**src/rtl/frame_writer.sv**
```systemverilog
// Pixel stream to byte-addressed frame buffer writer, bitmap row order.
// Row padding to 4 bytes is built only when FRAME_WRITER_PAD_EN is defined.
//
// state | meaning
// IDLE  | waiting for en && vsync to open a frame
// SKIP  | discarding pipeline-latency pixels after frame start
// WRITE | writing one pixel per en cycle
// DONE  | frame complete, pulse frame_done for one cycle
module frame_writer #(
  parameter int PIXEL_SIZE = 24,
  parameter int WIDTH      = 640,
  parameter int HEIGHT     = 480,
  parameter int LATENCY    = 0,
  parameter int ADDR_W     = 20
) (
  input  logic                  clk,
  input  logic                  reset_n,
  input  logic                  en,
  input  logic                  hsync,
  input  logic                  vsync,
  input  logic [PIXEL_SIZE-1:0] data,
  output logic [ADDR_W-1:0]     mem_addr,
  output logic [PIXEL_SIZE-1:0] mem_wdata,
  output logic                  mem_we,
  output logic                  busy,
  output logic                  frame_done,
  output logic                  sync_err
);

`ifdef FRAME_WRITER_PAD_EN
  localparam int PAD = (4 - ((3 * WIDTH) % 4)) % 4;
`else
  localparam int PAD = 0;
`endif

  localparam int COL_W  = $clog2(WIDTH + 1);
  localparam int ROW_W  = $clog2(HEIGHT + 2);
  localparam int SKIP_W = $clog2(LATENCY + 2);

  localparam logic [ADDR_W-1:0] STRIDE    = ADDR_W'(3 * WIDTH + PAD);
  localparam logic [ADDR_W-1:0] PIX_BYTES = ADDR_W'(3);
  localparam logic [COL_W-1:0]  COL_LAST  = COL_W'(WIDTH - 1);
  localparam logic [ROW_W-1:0]  ROW_LAST  = ROW_W'(HEIGHT - 1);
  localparam logic [SKIP_W-1:0] SKIP_INIT = SKIP_W'((LATENCY > 0) ? (LATENCY - 1) : 0);

  typedef enum logic [1:0] {IDLE, SKIP, WRITE, DONE} state_t;

  state_t                state_q, state_d;
  logic [ROW_W-1:0]      row_q, row_d;
  logic [COL_W-1:0]      col_q, col_d;
  logic [ADDR_W-1:0]     addr_q, addr_d;
  logic [ADDR_W-1:0]     base_q, base_d;
  logic [SKIP_W-1:0]     skip_q, skip_d;
  logic [ADDR_W-1:0]     mem_addr_q, mem_addr_d;
  logic [PIXEL_SIZE-1:0] mem_wdata_q, mem_wdata_d;
  logic                  mem_we_q, mem_we_d;
  logic                  busy_q, busy_d;
  logic                  done_q, done_d;
  logic                  err_q, err_d;

  logic                  start;
  logic                  do_write;
  logic [COL_W-1:0]      pix_col;
  logic [ROW_W-1:0]      pix_row;
  logic [ADDR_W-1:0]     pix_addr;
  logic [ADDR_W-1:0]     pix_base;

  // vsync with a pixel restarts the frame from any state
  assign start = en && vsync;

  always_comb begin
    state_d     = state_q;
    row_d       = row_q;
    col_d       = col_q;
    addr_d      = addr_q;
    base_d      = base_q;
    skip_d      = skip_q;
    mem_addr_d  = mem_addr_q;
    mem_wdata_d = mem_wdata_q;
    mem_we_d    = 1'b0;
    done_d      = 1'b0;
    err_d       = err_q;
    do_write    = 1'b0;
    pix_col     = col_q;
    pix_row     = row_q;
    pix_addr    = addr_q;
    pix_base    = base_q;

    if (start) begin
      err_d  = 1'b0;
      row_d  = '0;
      col_d  = '0;
      addr_d = '0;
      base_d = '0;
      skip_d = SKIP_INIT;
      if (LATENCY == 0) begin
        do_write = 1'b1;
        pix_col  = '0;
        pix_row  = '0;
        pix_addr = '0;
        pix_base = '0;
        state_d  = WRITE;
      end else if (LATENCY == 1) begin
        state_d = WRITE;
      end else begin
        state_d = SKIP;
      end
    end else begin
      case (state_q)
        SKIP: begin
          if (en) begin
            if (skip_q <= SKIP_W'(1)) begin
              skip_d  = '0;
              state_d = WRITE;
            end else begin
              skip_d = skip_q - SKIP_W'(1);
            end
          end
        end
        WRITE: begin
          if (en) begin
            do_write = 1'b1;
            // early hsync: jump to the next row base and write the pixel there
            if (hsync && (col_q != '0)) begin
              err_d    = 1'b1;
              pix_col  = '0;
              pix_row  = row_q + ROW_W'(1);
              pix_base = base_q + STRIDE;
              pix_addr = base_q + STRIDE;
            end else if (!hsync && (col_q == '0)) begin
              err_d = 1'b1;
            end
          end
        end
        DONE: begin
          done_d  = 1'b1;
          state_d = IDLE;
        end
        default: ;
      endcase
    end

    if (do_write) begin
      mem_we_d    = 1'b1;
      mem_addr_d  = pix_addr;
      mem_wdata_d = data;
      if (pix_col == COL_LAST) begin
        if (pix_row == ROW_LAST) begin
          state_d = DONE;
        end
        col_d  = '0;
        row_d  = pix_row + ROW_W'(1);
        addr_d = pix_base + STRIDE;
        base_d = pix_base + STRIDE;
      end else begin
        col_d  = pix_col + COL_W'(1);
        row_d  = pix_row;
        addr_d = pix_addr + PIX_BYTES;
        base_d = pix_base;
      end
    end

    // stays high through the frame_done cycle
    busy_d = (state_d != IDLE) || (state_q == DONE);
  end

  always_ff @(posedge clk or negedge reset_n) begin
    if (!reset_n) begin
      state_q     <= IDLE;
      row_q       <= '0;
      col_q       <= '0;
      addr_q      <= '0;
      base_q      <= '0;
      skip_q      <= '0;
      mem_addr_q  <= '0;
      mem_wdata_q <= '0;
      mem_we_q    <= 1'b0;
      busy_q      <= 1'b0;
      done_q      <= 1'b0;
      err_q       <= 1'b0;
    end else begin
      state_q     <= state_d;
      row_q       <= row_d;
      col_q       <= col_d;
      addr_q      <= addr_d;
      base_q      <= base_d;
      skip_q      <= skip_d;
      mem_addr_q  <= mem_addr_d;
      mem_wdata_q <= mem_wdata_d;
      mem_we_q    <= mem_we_d;
      busy_q      <= busy_d;
      done_q      <= done_d;
      err_q       <= err_d;
    end
  end

  assign mem_addr   = mem_addr_q;
  assign mem_wdata  = mem_wdata_q;
  assign mem_we     = mem_we_q;
  assign busy       = busy_q;
  assign frame_done = done_q;
  assign sync_err   = err_q;

endmodule

```
**config.mk**
```make
export PLATFORM = sky130hd
export DESIGN_NAME = frame_writer
export DESIGN_NICKNAME = d
export VERILOG_FILES = /design/src/rtl/frame_writer.sv
export SDC_FILE = /design/constraint.sdc
export NUM_CORES = 1
export LEC_CHECK = 0
export CAP_MARGIN = 20
export CORE_ASPECT_RATIO = 2
export CORE_MARGIN = 5
export CORE_UTILIZATION = 50
export DETAILED_ROUTE_END_ITERATION = 12
export DONT_BUFFER_PORTS = 1
export GPL_ROUTABILITY_DRIVEN = 0
export GPL_TIMING_DRIVEN = 0
export HOLD_SLACK_MARGIN = 0.02
export PLACE_DENSITY = 0.78
export SLEW_MARGIN = 10
export SYNTH_ARGS = -nofsm -noshare
export SYNTH_HDL_FRONTEND = slang
export SYNTH_SLANG_ARGS = --single-unit
```
**constraint.sdc**
```tcl
create_clock -name clk -period 3.81 [get_ports clk]
set_input_delay 0.5715 -clock clk [delete_from_list [all_inputs] [get_ports clk]]
set_output_delay 0.5715 -clock clk [all_outputs]
set_load 0.005 [all_outputs]
```
==> flow_summary.toml <==
[synthesis]
synth_area_leaders = "dfrtp_1 (40%), nand2_1 (10%), o21ai_0 (5.3%)"
synth.cell_area_um2 = 6860
synth_edf_count = 0
syn_area_per_cell_um2 = 8.05
synth_nets = 887
synthArstFlopShare_pct = 100
syn_inst = 852
synth.top_cell.area_share_pct = 39.7
ys_warn_count = 0
ys_ff_latch = 109
synth.largest_area_cell = "dfrtp_1"
ys_seq_area_share_pct = 39.7
synth_flop_cell = "dfrtp_1"
yosysUniqueCellTypes = 77

[finish]
area_delta_synth_final_pct = 10.7
stdcell_area_um2 = 7590
regArea_um2 = 2730
final_common_cell = "nand2_1"
fill_cells = 1187
multiInputGateArea_um2 = 3920
nNetsFinal = 903
final_cells = 1029
final_cell_mix = "nand2_1 (179), dfrtp_1 (106), nor2_1 (73)"
layout-drive-gt1-share_pct = 10.1

[timing]
fin_crit_sh_pct = 98.4
fin_setup_tns_ns = 0
report.final.slew_viol_count = 0
fmaxAchievable_ghz = 0.267
finalSetupViolCount = 0
rsz0062_at_grt = "false"
finalWorstSetupSlack_ns = 0.0599
relSlewSlack_pct = 38.5
hold_violations = 0
skew_ns = 0.0163
finalCriticalPeriod_ns = 3.75
worst_pin_slew_ns = 0.921
fin_hold_ws_ns = 0.0901

[die]
dieArea_um2 = 16300
rows = 60
ios = 77
core_area_um2 = 13400
die_h_um = 176
initial_core_util_pct = 51.1
chipWidth_um = 92.8

[worst_setup_path]
cp-end-kind = "register"
path_class = "reg -> reg"
max_stage_delay_ns = 0.70
worstSetupStartpoint = "state_q[0]$_DFF_PN0_"
cp_cell_sequence = "nand4b_4 > a31o_2 > buf_6 > buf_12 > buf_6 > buf_6 > and3_1 > ha_2 > and2_1 > and4_4 > buf_4 > nor2_1 > nand2_1 > o21ai_0"
setup.worst_path.start_class = "register"
critical-path-top-delay-family = "simple AND/OR/NAND/NOR gates"
crit_arrival_ns = 4.03
critPathBufInv = 5
regToRegStartpoint = "state_q[0]$_DFF_PN0_"
worst_path_most_repeated_cell = "buf_6"
cp.required_ns = 4.09
critPathSlowestCell = "nor2_1"
cp_max_fo = 19

[power_and_ir_drop]
irDropWorstVdd_mv = 0.394
seq_power_share_pct = 39.6
p_clk_share_pct = 25.5
power.density_nw_per_um2 = 510
power.internal_mw = 2.29
swShare_pct = 40.9
p_switching_mw = 1.58
combinationalPowerShare_pct = 34.9
p_leak_nw = 3.18

[global_routing]
grt_pass1_wl_mm = 36.7
grt_pass1_vias = 6965
grt_start_max_net_pins = 110
antenna_found_initial = 0
grt-ovfl-total = 0
track_usage_pct = 29.2

[placement]
io_buffers = 0
dp_hpwl_mm = 16.5
dp_cells = 1007
place_ws_ns = -1.74
dpl-instance-area_um2 = 7060

[clock_tree]
numCtsBuffers = 9
clk_pin_slew_ns = 0.09
root_buffer = "clkbuf_16"
clk_latency_ns = 0.37
cts_tree = "done"
cts.sinks = 109
htree_levels = 3
cts_buffer_depth = 2

[route]
routedWlPerCell_um = 22.6
routed_wl_mm = 23.2
drt-pass1-iter-count = 6
viasPerCell = 6.65
initialDrtViolationCount = 759
drc = 0
drtAntennaViolNets = 0
vias = 6838

[run]
cap_violations = 0

[worst_hold_path]
hold_path_class = "in -> async"

[outcome]
outcome = "completed"
[through the flow]
step | utilization [%] | power (mW)
after floorplan | - | 2.38
after global placement | 52.5 | 2.73
after detailed placement | 52.5 | 2.75
after CTS | 55.9 | 3.79
after global routing | 56.5 | 4.04
final | 56.5 | 3.87
[layer usage]
metal  global-route usage, %  wire length [um]
met1                    30.1              7790
met2                    48.1             11300
met3                    7.59              1890
met4                    25.5              2230
met5                       0                 0
[cell families (layout without fill, tap and decap cells)]
kind of cell,after synthesis,in the layout,share of synthesized area [%]
compound gates,195,195,17.7
xor+xnor,61,61,7.78
fa+ha+maj,6,6,1.09
buf+inv,72,93,4.41
flops,109,109,39.7
mux,12,12,1.77
other cells,0,1,0
simple gates,397,397,27.5
[layout make-up]
cell class              instances  share of cell area, %
diodes                          1                 0.0329
plain buffers                  54                   3.82
clock buffers                   9                   2.97
clock inverters                 7                  0.988
inverters                      11                  0.544
multi-input cells             671                   51.6
flip-flops and latches        109                   36.0
well taps                     155                   2.55
repair buffers                 12                   1.50
[power by group through the flow]
stage                     Clock [mW]  Sequential [mW]  Combinational (mW)
final                          0.986             1.53                1.35
after global routing            1.03             1.55                1.46
after detailed placement           0             1.54                1.21
after global placement             0             1.53                1.20
after floorplan                    0             1.47               0.902
after CTS                      0.979             1.52                1.29
[worst register-to-register path, delay by kind of cell, from the launching register on]
kind	cells	cell delay (ns)
compound gates	2	0.53
fa+ha+maj	1	0.21
buf+inv	5	0.78
flops	1	0.45
simple gates	6	1.71
[state kept, by name, summed over array words and instances (netlist names)]
name / count
mem_we: 1
mem_wdata: 24
frame_done: 1
addr_q: 20
col_q: 10
state_q: 2
mem_addr: 20
row_q: 9
base_q: 20
sync_err: 1
busy: 1
[timing repair]
action | 4_1_cts | 5_1_grt
hold buffers | 1 | 0
pin swaps | 3 | 4
gates cloned | 0 | 0
buffers inserted | 6 | 5
endpoints found under the setup margin | 53 | 32
hold endpoints to repair | 109 | 0
gates resized for setup | 32 | 22
[final timing paths]
path | to | slack [ns] | cells past startpoint
min in group clk | state_q[0]$_DFF_PN0_ | 0.31 | 1
worst max register to register | col_q[7]$_DFFE_PN0P_ | 0.06 | 14
worst min-delay path | base_q[14]$_DFFE_PN0P_ | 0.09 | 1
worst min register to register | mem_wdata[22]$_DFFE_PN0P_ | 0.50 | 2
max in group asynchronous | base_q[7]$_DFFE_PN0P_ | 3.16 | 1
worst max-delay path | col_q[7]$_DFFE_PN0P_ | 0.06 | 14
[cell usage after synthesis (3+ instances only)]
library cell and count:
nor4b_1 3, or3_1 8, nand2b_1 3, a21boi_0 3, a32o_1 3, xnor2_1 31
nor4_2 3, o21ai_1 4, ha_1 6, buf_2 10, mux2i_1 11, nand4_1 12
o22ai_1 5, o211ai_1 6, o21ai_0 72, buf_1 11, nand2_1 182, o21a_1 5
dfrtp_1 109, a311oi_1 5, o311ai_0 3, a31oi_1 9, o31ai_1 3, inv_1 10
clkbuf_1 36, and4_1 3, nor3_1 20, nor2_1 75, and3_1 17, nand3_1 28
nor4_1 9, nor3b_1 5, a21oi_1 41, xor2_1 30, a22oi_1 3, a211oi_1 7
and2_1 11
No activity file was read; power rests on OpenSTA's default activity.
